`config.mk`:
```
export PLATFORM = sky130hd
export DESIGN_NAME = dds_tone_generator
export DESIGN_NICKNAME = d
export VERILOG_FILES = /design/src/rtl/dds_tone_generator.sv
export SDC_FILE = /design/constraint.sdc
export NUM_CORES = 2
export LEC_CHECK = 0
export ABC_CLOCK_PERIOD_IN_PS = 7990
export CORE_MARGIN = 2
export CORE_UTILIZATION = 65
export DETAILED_ROUTE_END_ITERATION = 10
export DONT_BUFFER_PORTS = 1
export PLACE_DENSITY = 0.81
export SLEW_MARGIN = 10
export SYNTH_ARGS = -nofsm -noshare
export SYNTH_HDL_FRONTEND = slang
export SYNTH_SLANG_ARGS = --single-unit
```
`constraint.sdc`:
```
create_clock -name clk -period 7.99 [get_ports clk]
set_input_delay 1.9975 -clock clk [delete_from_list [all_inputs] [get_ports clk]]
set_output_delay 1.9975 -clock clk [all_outputs]
set_load 0.005 [all_outputs]
```
`src/rtl/dds_tone_generator.sv`:
```
// Multi-channel DDS tone source: per-channel phase accumulator, quarter-wave sine
// lookup and amplitude scaling in a 3-stage pipeline (phase, lookup, scale).
// Optional feature macro: DDS_SUM_OUT_EN adds the registered full-precision sum_out port.
`timescale 1ns/1ps
module dds_tone_generator #(
  parameter int unsigned DATA_WIDTH     = 16,
  parameter int unsigned PHASE_WIDTH    = 32,
  parameter int unsigned LUT_ADDR_WIDTH = 10,
  parameter int unsigned NUM_CH         = 2,
  localparam int unsigned CH_WIDTH      = (NUM_CH > 1) ? $clog2(NUM_CH) : 1,
  localparam int unsigned SUM_WIDTH     = DATA_WIDTH + $clog2(NUM_CH) + 1
) (
  input  logic                           clk,
  input  logic                           rst,
  input  logic                           enable,
  input  logic                           sample_en,
  input  logic                           cfg_we,
  input  logic [CH_WIDTH-1:0]            cfg_ch,
  input  logic [1:0]                     cfg_addr,
  input  logic [PHASE_WIDTH-1:0]         cfg_data,
  output logic [NUM_CH*DATA_WIDTH-1:0]   tone_out,
  output logic                           tone_valid
`ifdef DDS_SUM_OUT_EN
  ,
  output logic signed [SUM_WIDTH-1:0]    sum_out
`endif
);

  localparam int unsigned AMP_WIDTH  = 16;
  localparam int unsigned PROD_WIDTH = DATA_WIDTH + AMP_WIDTH + 1;
  localparam int unsigned QUARTER    = 2 ** (LUT_ADDR_WIDTH - 2);
  localparam logic [DATA_WIDTH-1:0] PEAK = {1'b0, {(DATA_WIDTH - 1){1'b1}}};

  // First-quadrant sine entry, rounded to nearest; evaluated at elaboration.
  function automatic logic [DATA_WIDTH-1:0] rom_value(int unsigned idx);
    real ang;
    real val;
    ang = 2.0 * 3.14159265358979323846 * real'(idx) / real'(2 ** LUT_ADDR_WIDTH);
    val = (2.0 ** (DATA_WIDTH - 1) - 1.0) * $sin(ang);
    return DATA_WIDTH'($rtoi(val + 0.5));
  endfunction

  logic [DATA_WIDTH-1:0] rom [QUARTER];
  for (genvar i = 0; i < QUARTER; i++) begin : g_rom
    assign rom[i] = rom_value(i);
  end

  logic                                   sample_ev;
  logic [NUM_CH-1:0]                      wr_sel;
  logic [NUM_CH-1:0][PHASE_WIDTH-1:0]     inc_sh_q, inc_sh_d, inc_q;
  logic [NUM_CH-1:0][AMP_WIDTH-1:0]       amp_sh_q, amp_sh_d, amp_q;
  logic [NUM_CH-1:0][PHASE_WIDTH-1:0]     off_q, off_d, acc_q, acc_d;
  logic [NUM_CH-1:0][LUT_ADDR_WIDTH-1:0]  k1_q, k1_d;
  logic [NUM_CH-1:0][AMP_WIDTH-1:0]       amp1_q, amp2_q;
  logic [NUM_CH-1:0][DATA_WIDTH-1:0]      lut_q, lut_d, tone_q, tone_d;
  logic                                   v1_q, v2_q, valid_q;

  assign sample_ev = enable & sample_en;

  // Channel decode; a channel number past NUM_CH matches nothing and is dropped.
  always_comb begin
    wr_sel = '0;
    for (int c = 0; c < NUM_CH; c++) begin
      wr_sel[c] = cfg_we && (cfg_ch == CH_WIDTH'(c));
    end
  end

  // Config write routing and accumulator advance; a phase reset beats the increment.
  always_comb begin
    inc_sh_d = inc_sh_q;
    amp_sh_d = amp_sh_q;
    off_d    = off_q;
    acc_d    = acc_q;
    for (int c = 0; c < NUM_CH; c++) begin
      if (sample_ev) begin
        acc_d[c] = acc_q[c] + inc_q[c];
      end
      if (wr_sel[c]) begin
        case (cfg_addr)
          2'd0: inc_sh_d[c] = cfg_data;
          2'd1: amp_sh_d[c] = cfg_data[AMP_WIDTH-1:0];
          2'd2: off_d[c]    = cfg_data;
          2'd3: acc_d[c]    = '0;
        endcase
      end
    end
  end

  // Config and accumulator state. Active inc/amp follow the shadow on the same edge,
  // so a sample taken in the write cycle still uses the previous active value.
  always_ff @(posedge clk or negedge rst) begin
    if (!rst) begin
      inc_sh_q <= '0;
      amp_sh_q <= '0;
      inc_q    <= '0;
      amp_q    <= '0;
      off_q    <= '0;
      acc_q    <= '0;
    end else begin
      inc_sh_q <= inc_sh_d;
      amp_sh_q <= amp_sh_d;
      inc_q    <= inc_sh_d;
      amp_q    <= amp_sh_d;
      off_q    <= off_d;
      acc_q    <= acc_d;
    end
  end

  // S1 lookup address: top bits of (acc + off), truncated.
  always_comb begin
    k1_d = '0;
    for (int c = 0; c < NUM_CH; c++) begin
      k1_d[c] = LUT_ADDR_WIDTH'((acc_q[c] + off_q[c]) >> (PHASE_WIDTH - LUT_ADDR_WIDTH));
    end
  end

  // S1 register: phase index and the amplitude that belongs to this sample.
  always_ff @(posedge clk or negedge rst) begin
    if (!rst) begin
      v1_q   <= 1'b0;
      k1_q   <= '0;
      amp1_q <= '0;
    end else begin
      v1_q <= sample_ev;
      if (sample_ev) begin
        k1_q   <= k1_d;
        amp1_q <= amp_q;
      end
    end
  end

  // S2 quadrant fold; the quarter/three-quarter points sit just past the ROM end.
  always_comb begin
    logic [LUT_ADDR_WIDTH-3:0] idx;
    logic [DATA_WIDTH-1:0]     mag;
    lut_d = '0;
    idx   = '0;
    mag   = '0;
    for (int c = 0; c < NUM_CH; c++) begin
      idx = k1_q[c][LUT_ADDR_WIDTH-2] ? -k1_q[c][LUT_ADDR_WIDTH-3:0]
                                      : k1_q[c][LUT_ADDR_WIDTH-3:0];
      mag = (k1_q[c][LUT_ADDR_WIDTH-2] && (k1_q[c][LUT_ADDR_WIDTH-3:0] == '0)) ? PEAK
                                                                              : rom[idx];
      lut_d[c] = k1_q[c][LUT_ADDR_WIDTH-1] ? -mag : mag;
    end
  end

  // S2 register: signed sine value.
  always_ff @(posedge clk or negedge rst) begin
    if (!rst) begin
      v2_q   <= 1'b0;
      lut_q  <= '0;
      amp2_q <= '0;
    end else begin
      v2_q <= v1_q;
      if (v1_q) begin
        lut_q  <= lut_d;
        amp2_q <= amp1_q;
      end
    end
  end

  // S3 scale: signed lut times unsigned amp, arithmetic shift gives floor rounding.
  always_comb begin
    logic signed [PROD_WIDTH-1:0] prod;
    tone_d = '0;
    prod   = '0;
    for (int c = 0; c < NUM_CH; c++) begin
      prod = $signed({{(AMP_WIDTH + 1){lut_q[c][DATA_WIDTH-1]}}, lut_q[c]}) *
             $signed({{(DATA_WIDTH + 1){1'b0}}, amp2_q[c]});
      tone_d[c] = DATA_WIDTH'(prod >>> AMP_WIDTH);
    end
  end

`ifdef DDS_SUM_OUT_EN
  logic signed [SUM_WIDTH-1:0] sum_q, sum_d;

  // Full-precision channel sum, no saturation.
  always_comb begin
    sum_d = '0;
    for (int c = 0; c < NUM_CH; c++) begin
      sum_d = sum_d + SUM_WIDTH'($signed(tone_d[c]));
    end
  end
`endif

  // S3 output register; outputs only move on a valid cycle.
  always_ff @(posedge clk or negedge rst) begin
    if (!rst) begin
      valid_q <= 1'b0;
      tone_q  <= '0;
`ifdef DDS_SUM_OUT_EN
      sum_q   <= '0;
`endif
    end else begin
      valid_q <= v2_q;
      if (v2_q) begin
        tone_q <= tone_d;
`ifdef DDS_SUM_OUT_EN
        sum_q  <= sum_d;
`endif
      end
    end
  end

  assign tone_out   = tone_q;
  assign tone_valid = valid_q;
`ifdef DDS_SUM_OUT_EN
  assign sum_out    = sum_q;
`endif

endmodule
```
==> Yosys cells after proc, flatten, opt, wreduce, memory -nomap -nowiden <==
Memory sizes are Yosys's and may differ from the RTL's.
Index checks and enable logic that the tools add are counted.
{ "op_classes": {"order_cmp": 2, "add_sub_neg": 8, "multipliers": 2, "muxes": 16, "n_reduce_logical": 13, "n_eq_ne": 3, "bitwise": 4, "div_mod_pow": 0, "shift": 0} }
{ "ops": {"columns": ["op", "count"], "rows": [
  ["2-to-1 mux 32 bit", 6],
  ["adder 32 bit", 4],
  ["2-to-1 mux 16 bit", 8],
  ["multiplier 16 x 17 -> 32 bit", 2],
  ["negation 16 bit", 2],
  [">= comparator 9 bit, second input constant", 2],
  ["NOT 8 -> 9 bit", 2],
  ["logical NOT 8 bit", 2],
  ["2-to-1 mux 8 bit", 2],
  ["negation 8 bit", 2],
  ["AND reduction 2 bit", 6],
  ["== test 2 bit, second input constant", 2],
  ["logical AND 1 bit", 4],
  ["== test 2 x 1 -> 1 bit, second input constant", 1],
  ["logical NOT 2 bit", 1],
  ["bitwise AND 1 bit", 1],
  ["NOT 1 bit", 1]
]} }
{ "word_totals": {"inputBits": 40, "latch_bits": 0, "out_inout_bits": 33, "rom_bits": 8192, "ramBits": 0, "mem_count": 2, "regBits": 375} }
{ "mem_list": {"columns": ["memory", "words", "word_bits", "read_ports", "rd_clocked_by_memory_dff", "wr", "line_no", "rtl"], "rows": [
  ["(name not given)", 256, 16, 1, 0, 0, "143", ": rom[idx];"],
  ["(name not given)", 256, 16, 1, 0, 0, "143", null]
]} }

==> Longest topological paths before layout <==
{ "depth": {"ltp_word": 9, "mapped_depth": 26, "mapped_depth_nobuf": 24} }

==> Worst setup path after synthesis <==
Ideal clock, no wire load.
{ "synth_timing": {"kind": "flip-flop to flip-flop", "startpoint": "register lut_q[23] (netlist bit)", "endpoint": "register tone_q (netlist bit tone_out[25])", "required_ns": 7.865, "path_stages_with_launch": 26, "path_slack_ns": 1.786, "n_path_buf": 2, "arrival_ns": 6.079, "period_less_slack_ns": 6.204, "path_cell_list": "dfrtp_1 clkbuf_1 clkbuf_1 nand2_1 fa_1 inv_1 fa_1 inv_1 fa_1 inv_1 fa_1 fa_1 inv_1 fa_1 inv_1 ha_1 o21ai_0 o21ai_0 o221a_2 a211oi_1 nor2_1 a21oi_1 o21bai_1 a21oi_1 xnor2_1 mux2_2"} }
{ "synth_via": {"elab_chain_len": 1} }
{ "synth_rtl": {"columns": ["element", "line_no", "rtl"], "rows": [
  ["start, declared", "55", "logic [NUM_CH-1:0][DATA_WIDTH-1:0] lut_q, lut_d, tone_q, tone_d;"],
  ["start signal, assigned", "157", "lut_q <= lut_d;"],
  ["multiplier 16 x 17 -> 32 bit", "169", "prod = $signed({{(AMP_WIDTH + 1){lut_q[c][DATA_WIDTH-1]}}, lut_q[c]}) *"],
  ["end signal, assigned", "198", "tone_q <= tone_d;"],
  ["end, declared", "55", null]
]} }
No other way between the ends.
A chain may end at the register's enable or synchronous reset.

==> Final worst setup path <==
{ "layout_timing": {"startpoint": "register amp2_q[10] (netlist bit)", "endpoint": "register tone_q (netlist bit tone_out[15])"} }
{ "layout_via": {"elab_chain_len": 1} }
{ "layout_rtl": {"columns": ["element", "line_no", "rtl"], "rows": [
  ["start, declared", "54", "logic [NUM_CH-1:0][AMP_WIDTH-1:0] amp1_q, amp2_q;"],
  ["start signal, assigned", "158", "amp2_q <= amp1_q;"],
  ["multiplier 16 x 17 -> 32 bit", "169", null]
]} }
No other way between the ends.

==> flow_metrics.py <==
metrics = {
    "clock_network": {
        "hold_buffers": 0,
        "cts_resized": 0,
        "cts_tree": "built",
        "cts_root_buf": "clkbuf_16",
        "htree_num_levels": 2,
        "clk_path_buf_depth": 3,
        "numCtsBuffers": 41,
        "clk-insertion-delay-late_ns": 0.61,
        "clock-sinks": 375,
        "path_clk_slew_ns": 0.06,
        "cts_setup_buffers": 0,
    },
    "global_route": {
        "grt_use_met2_pct": 57.1,
        "antenna_found_initial": 4,
        "grt_util_met1_pct": 54.6,
        "grt_pass1_wl_mm": 226,
        "gr-total-overflow": 0,
        "grt_pass1_vias": 40200,
        "busiest_layer": "met2",
        "grt_usage_pct": 38.2,
        "grt_max_degree": 376,
        "use_met3_pct": 9.67,
    },
    "synthesis": {
        "synth.cell_area_sq_mm": 0.0470,
        "synth-seq-cells": 375,
        "synth_nets": 6234,
        "ys_warn_count": 0,
        "ys_seq_area_share_pct": 20.0,
        "ys_dominant_reg_cell": "dfrtp_1",
        "synth_edf_count": 0,
        "synth.top_cell.area_share_pct": 20.0,
        "yosys.cell_types.count": 119,
        "syn_avg_cell_area_sq_um": 8.68,
        "yosysTopAreaCell": "dfrtp_1",
        "synth-async-reset-ratio_pct": 100,
        "yosys-top-cells-area": "dfrtp_1 (20%), fa_1 (17%), ha_1 (10%)",
        "synth_cells": 5414,
    },
    "layout": {
        "area_delta_synth_final_pct": 3.49,
        "final_net_count": 5973,
        "drive_gt1_share_pct": 9.30,
    },
    "die": {
        "die_height_microns": 273,
        "core-area_sq_mm": 0.0715,
        "die-area_sq_mm": 0.0744,
        "initial_utilization_pct": 65.7,
        "die-width_microns": 273,
        "row_count": 98,
        "pin_count": 73,
    },
    "min_path": {
        "hold_path_class": "register to register",
    },
    "setup_path": {
        "worstPathRequired_ns": 8.43,
        "crit_type": "register to register",
        "path_max_fanout": 17,
        "end_kind": "register",
        "startpoint_type": "register",
        "crit_arrival_ns": 7.20,
    },
    "sta": {
        "fin_setup_tns_ns": 0,
        "rsz0062_at_grt": "no",
        "hold_ws_ns": 0.462,
        "finalCriticalPeriod_ns": 6.76,
        "setup_violations": 0,
        "slew_headroom_pct": 7.57,
        "fin_crit_sh_pct": 84.6,
        "drv_slew": 0,
        "hold_viol": 0,
        "fmax_mhz": 148,
        "tightest_slew_ns": 1.38,
        "finalClockSkew_ns": 0.0338,
    },
    "routing": {
        "vias": 41300,
        "ant_nets": 0,
        "drt-pass1-iter-count": 6,
        "drt_iter0_drc": 5267,
        "avgRoutedWirePerCell_microns": 23.4,
        "viasPerCell": 6.73,
        "drc": 0,
        "wl_mm": 143,
    },
    "placement": {
        "gp_congestion": 1.04,
        "numPortBuffers": 0,
        "dp_hpwl_mm": 103,
    },
    "flow_run": {
        "cap_violations": 0,
    },
    "status": {
        "status": "finished, final reports clean",
    },
}
## logic make-up after synthesis
group	count (synthesis)	synth area share (%)
mux	278	6.61
buf+inv	915	7.98
compound gates	1288	18.7
simple gates	1615	16.6
flops	375	20.0
fa+ha+maj	781	27.0
xor+xnor	162	3.15
## sequential cells by signal, summed over array words and instances (netlist names)
register and flops:
acc_q 64, amp1_q 32, amp2_q 32, amp_q 32, inc_q 64, k1_q 20
lut_q 32, off_q 64, tone_out 32, tone_valid 1, v1_q 1, v2_q 1
## routing by layer
metal  vias up  routed length [microns]
li1      18300                        -
met1     20300                    59800
met2      2332                    61500
met3       380                    17400
met4         6                     4620
met5         -                       40
## worst max-delay path, cell delays in order (launching register included)
cell       delay (ns)
dfrtp_1          0.71
nand2_1          0.18
fa_1             0.55
fa_1             0.47
fa_1             0.54
inv_1            0.06
fa_1             0.45
fa_1             0.52
inv_1            0.05
fa_1             0.48
inv_1            0.05
ha_1             0.28
and3_1           0.19
o2111ai_1        0.09
a21oi_1          0.08
o41a_1           0.47
a21bo_2          0.30
a221oi_1         0.37
o311ai_0         0.27
a21oi_1          0.24
xnor2_1          0.16
a21oi_1          0.10
## cell usage in the layout, fill, tap and decap left out, types with 84 or more instances in the layout
cell type  instances
nand3_1           90
nor3_1            94
a21oi_1          323
nor2_1           256
and2_1           250
a211oi_1          84
o21ai_0          216
ha_1             391
xnor2_1          116
dfrtp_1          371
nand2_1          654
fa_1             388
inv_1            520
mux2_2           239
## stage by stage
stage | utilization, % | instance area (sq um) | setup WS (ns) | instances
after floorplan | - | 47000 | 1.79 | 5414
after global placement | 66.0 | 47200 | 1.40 | 6060
after detailed placement | 66.0 | 47200 | 1.21 | 6060
after CTS | 68.0 | 48600 | 1.19 | 6134
after global routing | 68.0 | 48600 | 0.842 | 6134
final | 68.0 | 48600 | 1.23 | 6136
## final timing paths
kind / startpoint / slack [ns] / cells after the start / endpoint
min in group asynchronous: rst / 1.09 / 0 / tone_out[16]
worst max register to register: amp2_q[10] / 1.23 / 21 / tone_out[15]
worst min-delay path: amp_q[6] / 0.46 / 2 / amp1_q[6]
worst min register to register: amp_q[6] / 0.46 / 2 / amp1_q[6]
worst max-delay path: amp2_q[10] / 1.23 / 21 / tone_out[15]
max in group asynchronous: rst / 5.82 / 0 / k1_q[2]
## cell usage after synthesis (18+ instances only)
library cell  instances
nor2b_1              21
ha_1                392
a22oi_1              18
buf_4                28
nor3_1               96
o21bai_1             23
o22ai_1              36
buf_1                34
or3_1                30
xor2_1               40
nand3_1              90
inv_1               520
nor4_1               20
mux2_2              239
o221ai_1             21
and2_1              250
a31oi_1              59
nand2b_1             52
a21o_1               65
dfrtp_1             375
o21a_1               23
nand4_1              26
a221oi_1             32
o211ai_1             57
nor2_1              259
a211o_1              24
a21oi_1             323
a2111oi_0            28
xnor2_1             116
fa_1                388
clkbuf_1            210
a211oi_1             85
buf_2                96
o311ai_0             26
nand2_1             655
a311oi_1             20
o21ai_0             216
mux2i_1              37
o31ai_1              37
## area by class of cell
type,count,area (sq um)
clock inverters,21,308
multi-input cells,4124,34000
diodes,2,5.00
inverters,536,2020
fillers,5599,22900
flip-flops and latches,375,9390
repair buffers,75,601
well taps,950,1190
clock buffers,53,1150
Power is left out: the tool's default activity adds up to more than one toggle a clock period on the data nets, which glitch-free logic cannot reach.
